===== config.mk =====
export PLATFORM = sky130hd
export DESIGN_NAME = multicycle_controller_flat
export DESIGN_NICKNAME = d
export VERILOG_FILES = /design/src/rtl/multicycle_controller_if.sv /design/src/rtl/multicycle_controller.sv /design/src/flat_wrapper.sv
export SDC_FILE = /design/constraint.sdc
export NUM_CORES = 1
export LEC_CHECK = 0
export ABC_AREA = 1
export CORE_MARGIN = 2
export CORE_UTILIZATION = 44
export CTS_CLUSTER_SIZE = 30
export DETAILED_ROUTE_END_ITERATION = 7
export MAX_ROUTING_LAYER = met4
export PLACE_DENSITY = 0.84
export SLEW_MARGIN = 20
export SYNTH_ARGS = -nofsm -noshare
export SYNTH_HDL_FRONTEND = slang
export SYNTH_SLANG_ARGS = --single-unit

===== constraint.sdc =====
create_clock -name clk -period 2.4 [get_ports clk]
set_input_delay 0.48 -clock clk [delete_from_list [all_inputs] [get_ports clk]]
set_output_delay 0.48 -clock clk [all_outputs]
set_load 0.005 [all_outputs]

===== src/rtl/multicycle_controller_if.sv =====
// multicycle_controller_if
//   Bundles the instruction-register fields, ALU flag and memory handshake
//   consumed by the controller, together with every control output it
//   drives into the datapath.
//   master : controller side (fields/zero/mem_ready in, controls out)
//   slave  : datapath / memory side (the mirror image)
interface multicycle_controller_if;
  logic [6:0] opcode;
  logic [2:0] funct3;
  logic [6:0] funct7;
  logic       zero;
  logic       mem_ready;

  logic       mem_req;
  logic       mem_we;
  logic       i_or_d;
  logic       ir_write;
  logic       pc_write;
  logic [1:0] pc_src;
  logic       reg_write;
  logic [1:0] wb_sel;
  logic       alu_src_b;
  logic [3:0] operation;
  logic       retire;
  logic       trap;
  logic [2:0] state;

  modport master (
    input  opcode, funct3, funct7, zero, mem_ready,
    output mem_req, mem_we, i_or_d, ir_write, pc_write, pc_src, reg_write,
           wb_sel, alu_src_b, operation, retire, trap, state
  );

  modport slave (
    output opcode, funct3, funct7, zero, mem_ready,
    input  mem_req, mem_we, i_or_d, ir_write, pc_write, pc_src, reg_write,
           wb_sel, alu_src_b, operation, retire, trap, state
  );
endinterface


===== src/rtl/multicycle_controller.sv =====
// multicycle_controller
//   Multi-cycle RV32I control FSM: sequences each instruction through
//   FETCH/DECODE/EXEC/MEM/WB over one variable-latency memory port and
//   generates datapath enables, mux selects and the 4-bit ALU operation.
//   Illegal encodings and a memory port stuck without mem_ready for
//   TIMEOUT consecutive cycles both park the FSM in TRAP until reset.
// Ports
//   clk   : rising-edge clock
//   rst_n : asynchronous active-low reset; all outputs forced to 0 while low
//   bus   : multicycle_controller_if.master (fields in, controls out)
module multicycle_controller #(
  parameter int unsigned TIMEOUT   = 15,
  parameter int unsigned TIMEOUT_W = 4
) (
  input  logic                   clk,
  input  logic                   rst_n,
  multicycle_controller_if.master bus
);

  localparam logic [6:0] OP_R      = 7'b0110011;
  localparam logic [6:0] OP_IMM    = 7'b0010011;
  localparam logic [6:0] OP_LOAD   = 7'b0000011;
  localparam logic [6:0] OP_STORE  = 7'b0100011;
  localparam logic [6:0] OP_BRANCH = 7'b1100011;
  localparam logic [6:0] OP_JAL    = 7'b1101111;
  localparam logic [6:0] OP_LUI    = 7'b0110111;

  localparam logic [6:0] F7_BASE   = 7'b0000000;
  localparam logic [6:0] F7_ALT    = 7'b0100000;

  typedef enum logic [2:0] {
    FETCH  = 3'd0,
    DECODE = 3'd1,
    EXEC   = 3'd2,
    MEM    = 3'd3,
    WB     = 3'd4,
    TRAP   = 3'd7
  } state_t;

  typedef enum logic [3:0] {
    ALU_AND  = 4'b0000,
    ALU_OR   = 4'b0001,
    ALU_ADD  = 4'b0010,
    ALU_XOR  = 4'b0011,
    ALU_SLL  = 4'b0100,
    ALU_SRL  = 4'b0101,
    ALU_SUB  = 4'b0110,
    ALU_SLT  = 4'b0111,
    ALU_SRA  = 4'b1000,
    ALU_SLTU = 4'b1001
  } alu_op_t;

  state_t               state_q, state_n;
  logic [TIMEOUT_W-1:0] wait_q, wait_n, wait_inc;

  // instruction class decode
  logic is_r, is_imm, is_load, is_store, is_branch, is_jal, is_lui;
  logic f7_base, f7_alt, is_shift, legal, taken;
  alu_op_t exec_op;

  // unmasked control values; gated by rst_n on the way out
  logic       mem_req_c, mem_we_c, i_or_d_c, ir_write_c, pc_write_c;
  logic [1:0] pc_src_c, wb_sel_c;
  logic       reg_write_c, alu_src_b_c, retire_c, trap_c;
  logic [3:0] operation_c;
  logic       waiting, timed_out;

  always_comb begin
    is_r      = (bus.opcode == OP_R);
    is_imm    = (bus.opcode == OP_IMM);
    is_load   = (bus.opcode == OP_LOAD);
    is_store  = (bus.opcode == OP_STORE);
    is_branch = (bus.opcode == OP_BRANCH);
    is_jal    = (bus.opcode == OP_JAL);
    is_lui    = (bus.opcode == OP_LUI);

    f7_base   = (bus.funct7 == F7_BASE);
    f7_alt    = (bus.funct7 == F7_ALT);
    is_shift  = (bus.funct3 == 3'b001) || (bus.funct3 == 3'b101);

    // OP-IMM only inspects funct7 for the shifts, and never yields SUB.
    legal = (is_r      && (f7_base || (f7_alt && (bus.funct3 == 3'b000 ||
                                                  bus.funct3 == 3'b101)))) ||
            (is_imm    && (!is_shift || f7_base ||
                           (f7_alt && bus.funct3 == 3'b101)))               ||
            (is_branch && (bus.funct3 == 3'b000 || bus.funct3 == 3'b001))  ||
            is_load || is_store || is_jal || is_lui;

    // BEQ takes on zero, BNE on not-zero
    taken = bus.funct3[0] ? !bus.zero : bus.zero;
  end

  always_comb begin
    exec_op = ALU_ADD;
    if (is_branch) begin
      exec_op = ALU_SUB;
    end else if (is_r || is_imm) begin
      unique case (bus.funct3)
        3'b000: exec_op = (is_r && f7_alt) ? ALU_SUB : ALU_ADD;
        3'b001: exec_op = ALU_SLL;
        3'b010: exec_op = ALU_SLT;
        3'b011: exec_op = ALU_SLTU;
        3'b100: exec_op = ALU_XOR;
        3'b101: exec_op = f7_alt ? ALU_SRA : ALU_SRL;
        3'b110: exec_op = ALU_OR;
        3'b111: exec_op = ALU_AND;
        default: exec_op = ALU_ADD;
      endcase
    end
  end

  always_ff @(posedge clk or negedge rst_n) begin
    if (!rst_n) begin
      state_q <= FETCH;
      wait_q  <= '0;
    end else begin
      state_q <= state_n;
      wait_q  <= wait_n;
    end
  end

  always_comb begin
    state_n     = state_q;
    mem_req_c   = 1'b0;
    mem_we_c    = 1'b0;
    i_or_d_c    = 1'b0;
    ir_write_c  = 1'b0;
    pc_write_c  = 1'b0;
    pc_src_c    = 2'd0;
    reg_write_c = 1'b0;
    wb_sel_c    = 2'd0;
    alu_src_b_c = 1'b0;
    operation_c = ALU_ADD;
    retire_c    = 1'b0;
    trap_c      = 1'b0;

    unique case (state_q)
      FETCH: begin
        mem_req_c = 1'b1;
        if (bus.mem_ready) begin
          ir_write_c = 1'b1;
          state_n    = DECODE;
        end
      end
      DECODE: begin
        if (!legal)                state_n = TRAP;
        else if (is_lui || is_jal) state_n = WB;
        else                       state_n = EXEC;
      end
      EXEC: begin
        operation_c = exec_op;
        alu_src_b_c = is_imm || is_load || is_store;
        if (is_branch) begin
          pc_write_c = 1'b1;
          retire_c   = 1'b1;
          pc_src_c   = taken ? 2'd1 : 2'd0;
          state_n    = FETCH;
        end else if (is_load || is_store) begin
          state_n = MEM;
        end else begin
          state_n = WB;
        end
      end
      MEM: begin
        mem_req_c = 1'b1;
        i_or_d_c  = 1'b1;
        mem_we_c  = is_store;
        if (bus.mem_ready) begin
          if (is_store) begin
            pc_write_c = 1'b1;
            retire_c   = 1'b1;
            state_n    = FETCH;
          end else begin
            state_n = WB;
          end
        end
      end
      WB: begin
        reg_write_c = 1'b1;
        pc_write_c  = 1'b1;
        retire_c    = 1'b1;
        if (is_lui)       wb_sel_c = 2'd3;
        else if (is_jal)  wb_sel_c = 2'd2;
        else if (is_load) wb_sel_c = 2'd1;
        else              wb_sel_c = 2'd0;
        pc_src_c = is_jal ? 2'd2 : 2'd0;
        state_n  = FETCH;
      end
      TRAP: begin
        operation_c = '0;
        trap_c      = 1'b1;
      end
      default: begin
        operation_c = '0;
        state_n     = TRAP;
      end
    endcase

    // Ready timeout: the cycle in which the wait count would reach TIMEOUT
    // forces TRAP; a mem_ready in that cycle is not a wait and wins.
    waiting   = mem_req_c && !bus.mem_ready;
    wait_inc  = wait_q + 1'b1;
    timed_out = (TIMEOUT != 0) && waiting &&
                (wait_inc == TIMEOUT_W'(TIMEOUT));
    if (timed_out) state_n = TRAP;

    wait_n = (waiting && (state_n == state_q)) ? wait_inc : '0;
  end

  // Outputs are masked by rst_n so they drop the moment reset asserts,
  // without waiting for the state register to be cleared by an edge.
  assign bus.mem_req   = rst_n & mem_req_c;
  assign bus.mem_we    = rst_n & mem_we_c;
  assign bus.i_or_d    = rst_n & i_or_d_c;
  assign bus.ir_write  = rst_n & ir_write_c;
  assign bus.pc_write  = rst_n & pc_write_c;
  assign bus.pc_src    = rst_n ? pc_src_c    : '0;
  assign bus.reg_write = rst_n & reg_write_c;
  assign bus.wb_sel    = rst_n ? wb_sel_c    : '0;
  assign bus.alu_src_b = rst_n & alu_src_b_c;
  assign bus.operation = rst_n ? operation_c : '0;
  assign bus.retire    = rst_n & retire_c;
  assign bus.trap      = rst_n & trap_c;
  assign bus.state     = rst_n ? state_q     : '0;

endmodule


===== src/flat_wrapper.sv =====
// flat-port wrapper written by rule: the top's interface ports become plain ports
module multicycle_controller_flat 
#(
  parameter int unsigned TIMEOUT   = 15,
  parameter int unsigned TIMEOUT_W = 4
)
  (clk, rst_n, bus_opcode, bus_funct3, bus_funct7, bus_zero, bus_mem_ready, bus_mem_req, bus_mem_we, bus_i_or_d, bus_ir_write, bus_pc_write, bus_pc_src, bus_reg_write, bus_wb_sel, bus_alu_src_b, bus_operation, bus_retire, bus_trap, bus_state);
  multicycle_controller_if bus_i ();
  input  logic clk;
  input  logic rst_n;
  input wire logic [$bits(bus_i.opcode)-1:0] bus_opcode;
  input wire logic [$bits(bus_i.funct3)-1:0] bus_funct3;
  input wire logic [$bits(bus_i.funct7)-1:0] bus_funct7;
  input wire logic [$bits(bus_i.zero)-1:0] bus_zero;
  input wire logic [$bits(bus_i.mem_ready)-1:0] bus_mem_ready;
  output wire logic [$bits(bus_i.mem_req)-1:0] bus_mem_req;
  output wire logic [$bits(bus_i.mem_we)-1:0] bus_mem_we;
  output wire logic [$bits(bus_i.i_or_d)-1:0] bus_i_or_d;
  output wire logic [$bits(bus_i.ir_write)-1:0] bus_ir_write;
  output wire logic [$bits(bus_i.pc_write)-1:0] bus_pc_write;
  output wire logic [$bits(bus_i.pc_src)-1:0] bus_pc_src;
  output wire logic [$bits(bus_i.reg_write)-1:0] bus_reg_write;
  output wire logic [$bits(bus_i.wb_sel)-1:0] bus_wb_sel;
  output wire logic [$bits(bus_i.alu_src_b)-1:0] bus_alu_src_b;
  output wire logic [$bits(bus_i.operation)-1:0] bus_operation;
  output wire logic [$bits(bus_i.retire)-1:0] bus_retire;
  output wire logic [$bits(bus_i.trap)-1:0] bus_trap;
  output wire logic [$bits(bus_i.state)-1:0] bus_state;
  assign bus_i.opcode = bus_opcode;
  assign bus_i.funct3 = bus_funct3;
  assign bus_i.funct7 = bus_funct7;
  assign bus_i.zero = bus_zero;
  assign bus_i.mem_ready = bus_mem_ready;
  assign bus_mem_req = bus_i.mem_req;
  assign bus_mem_we = bus_i.mem_we;
  assign bus_i_or_d = bus_i.i_or_d;
  assign bus_ir_write = bus_i.ir_write;
  assign bus_pc_write = bus_i.pc_write;
  assign bus_pc_src = bus_i.pc_src;
  assign bus_reg_write = bus_i.reg_write;
  assign bus_wb_sel = bus_i.wb_sel;
  assign bus_alu_src_b = bus_i.alu_src_b;
  assign bus_operation = bus_i.operation;
  assign bus_retire = bus_i.retire;
  assign bus_trap = bus_i.trap;
  assign bus_state = bus_i.state;
  multicycle_controller #(.TIMEOUT(TIMEOUT), .TIMEOUT_W(TIMEOUT_W)) u_core (.clk(clk), .rst_n(rst_n), .bus(bus_i));
endmodule

==> results.ini <==
[place]
place_congestion=0.881
dp_slack_ps=-275
hpwl_mm=2.36
port_buffers=40
placed_area_um2=1530

[synth]
synth_warnings=0
syn_area_per_cell_um2=5.99
syn_area_um2=898
synth-edff-count=0
synth_ff_type=dfrtp_1
ys_seq_elements=7
netlist_instances=150
ys_types=30
ys_async_sr_fraction_pct=100
synth_fp_nets=173
seq_area_frac_synth_pct=19.5

[critical_path]
required_ps=1920
cp-start-kind=primary input
crit_path_end_kind=output pin
critPathKind=primary input to output pin
worstPathArrival_ps=1880
cp_max_fo=4

[finish]
syn2layout_area_growth_pct=94.6
final_cell_area_um2=1750
diodes=0
layout_common_cells=buf_4, nand2_1, nor2_1
fillers=93
fin_nets=257
mostFrequentLayoutCell=buf_4
drive_above_1_share_pct=35.2

[global_route]
grt_max_degree=11
antenna_found_initial=0
grt_overflow_total=0
grt_pass1_wl_mm=5.53
first_global_vias=1350
grt.total_usage_pct=29.4

[power]
p_leak_nw=0.915
p_sw_w=0.000221
pwr_density_cell_nw_per_um2=320
swShare_pct=39.5
p_int_w=0.000338
power_w=0.000558
combPwrFrac_pct=53.8
share_seq_of_total_power_pct=27.9
peakVddDrop_mv=0.436
p_clk_share_pct=18.3

[clocking]
clock_sinks=7
cts_buffer_depth=2
clockRootBuffer=clkbuf_4
cts_made_buffers=3
h-tree-depth=1
hold_buffers=0
cts_tree=built
cts.clk_slew.worst_paths_ps=50
clk_latency_ps=240

[sta]
final.min_clock_period_ps=2360
setup_viol=0
fin_crit_sh_pct=98.4
slew_headroom_pct=82.1
hold_viol=0
timing.final.ws_setup_ps=37.4
grt_setup_unrepaired=true
fin_worst_skew_ps=4.66
slew_viol_final=0
fmax_mhz=423
tightest_slew_ps=268

[floorplanning]
die_area_um2=2420
start_util_pct=46.3
num_rows=16
core_um2=1940
pin_count=41
dieHeight_um=49.2
die_w_um=49.2

[hold_path]
hold_class=primary input to asynchronous set/reset pin

[detailed_routing]
drtPass1Iterations=5
wl_per_cell_um=14.2
final_antenna_net_count=0
vias=1385
totalWireLength_mm=3.69
routed_via_density=5.33
drc_errors=0
drt_iter0_markers=52

[run_status]
status=completed

[flow_run]
cap_violations=0

[area by class of cell]
cell class / count / area, um^2 / area share (%)
multi-input combinational: 117 / 701 / 40.1
inverter: 25 / 93.8 / 5.37
clock buffer: 4 / 26.3 / 1.50
tap: 27 / 33.8 / 1.93
timing repair buffer: 80 / 716 / 40.9
sequential: 7 / 178 / 10.2
[worst max-delay path: stages]
cell	delay (ps)
clkdlybuf4s15_1	310
inv_1	140
nor2_1	180
inv_1	140
a21oi_2	120
clkdlybuf4s50_1	510
[timing repair]
item	4_1_cts	5_1_grt
resized for setup	19	29
setup buffers	7	6
pin swaps	2	11
setup endpoints to repair	13	15
hold endpoints to repair	0	0
[kinds of logic (layout without fill, tap and decap cells)]
family	after synthesis	in the layout	share of synthesized area, %
simple gates	97	97	53.6
buf+inv	26	109	11.3
flops	7	7	19.5
xor+xnor	1	1	0.975
compound gates	17	17	11.8
fa+ha+maj	2	2	2.79
[final timing paths]
kind,start,to,slack (ps),cells after the start
worst min-delay path,rst_n,u_core.wait_q[3],400,2
worst max-delay path,rst_n,bus_wb_sel[0],40,6
worst max register to register,u_core.state_q[1],u_core.wait_q[0],590,12
min in group clk,u_core.wait_q[0],u_core.wait_q[0],500,1
worst min register to register,u_core.wait_q[0],u_core.wait_q[0],500,1
max in group asynchronous,rst_n,u_core.state_q[0],1870,2
[metrics by stage]
stage	instances	hold WS, ps	utilization (%)	setup TNS (ps)
finish	260	399	90.0	0
CTS	254	352	83.3	-1890
floorplan	150	184	-	0
detailed placement	243	511	78.7	-2660
global placement	243	485	78.7	-2190
global route	260	397	90.0	-31.6
[layer usage]
layer	wire (um)	track usage (%)
met3	276	4.91
met5	0	-
met4	112	11.4
met2	1950	54.3
met1	1350	30.8
[synthesized netlist by cell type (2+ instances only)]
library cell	number	share of area [%]
nand2_1	33	14
nor2_1	29	12
inv_1	22	9.2
a21oi_1	9	5.0
nand3_1	9	5.0
dfrtp_1	7	19
nand2_2	5	3.5
nor3_1	5	2.8
inv_2	3	1.3
nand4_1	3	2.1
nor2_2	3	2.1
ha_1	2	2.8
nand3_2	2	2.2
nor2_4	2	2.5
[power by group through the flow]
stage	Sequential (W)	Combinational, W	Clock, W
6_report	0.000156	0.000300	0.000102
5_1_grt	0.000157	0.000323	0.000110
4_1_cts	0.000156	0.000254	0.000105
3_5_place_dp	0.000158	0.000252	0
3_3_place_gp	0.000157	0.000240	0
2_1_floorplan	0.000153	0.000121	0
[registers in the layout (all words and copies together), names as in the netlist]
| name | flops |
|---|---|
| u_core.wait_q | 4 |
| u_core.state_q | 3 |
Note: power is estimated with default switching activity, not from simulation.
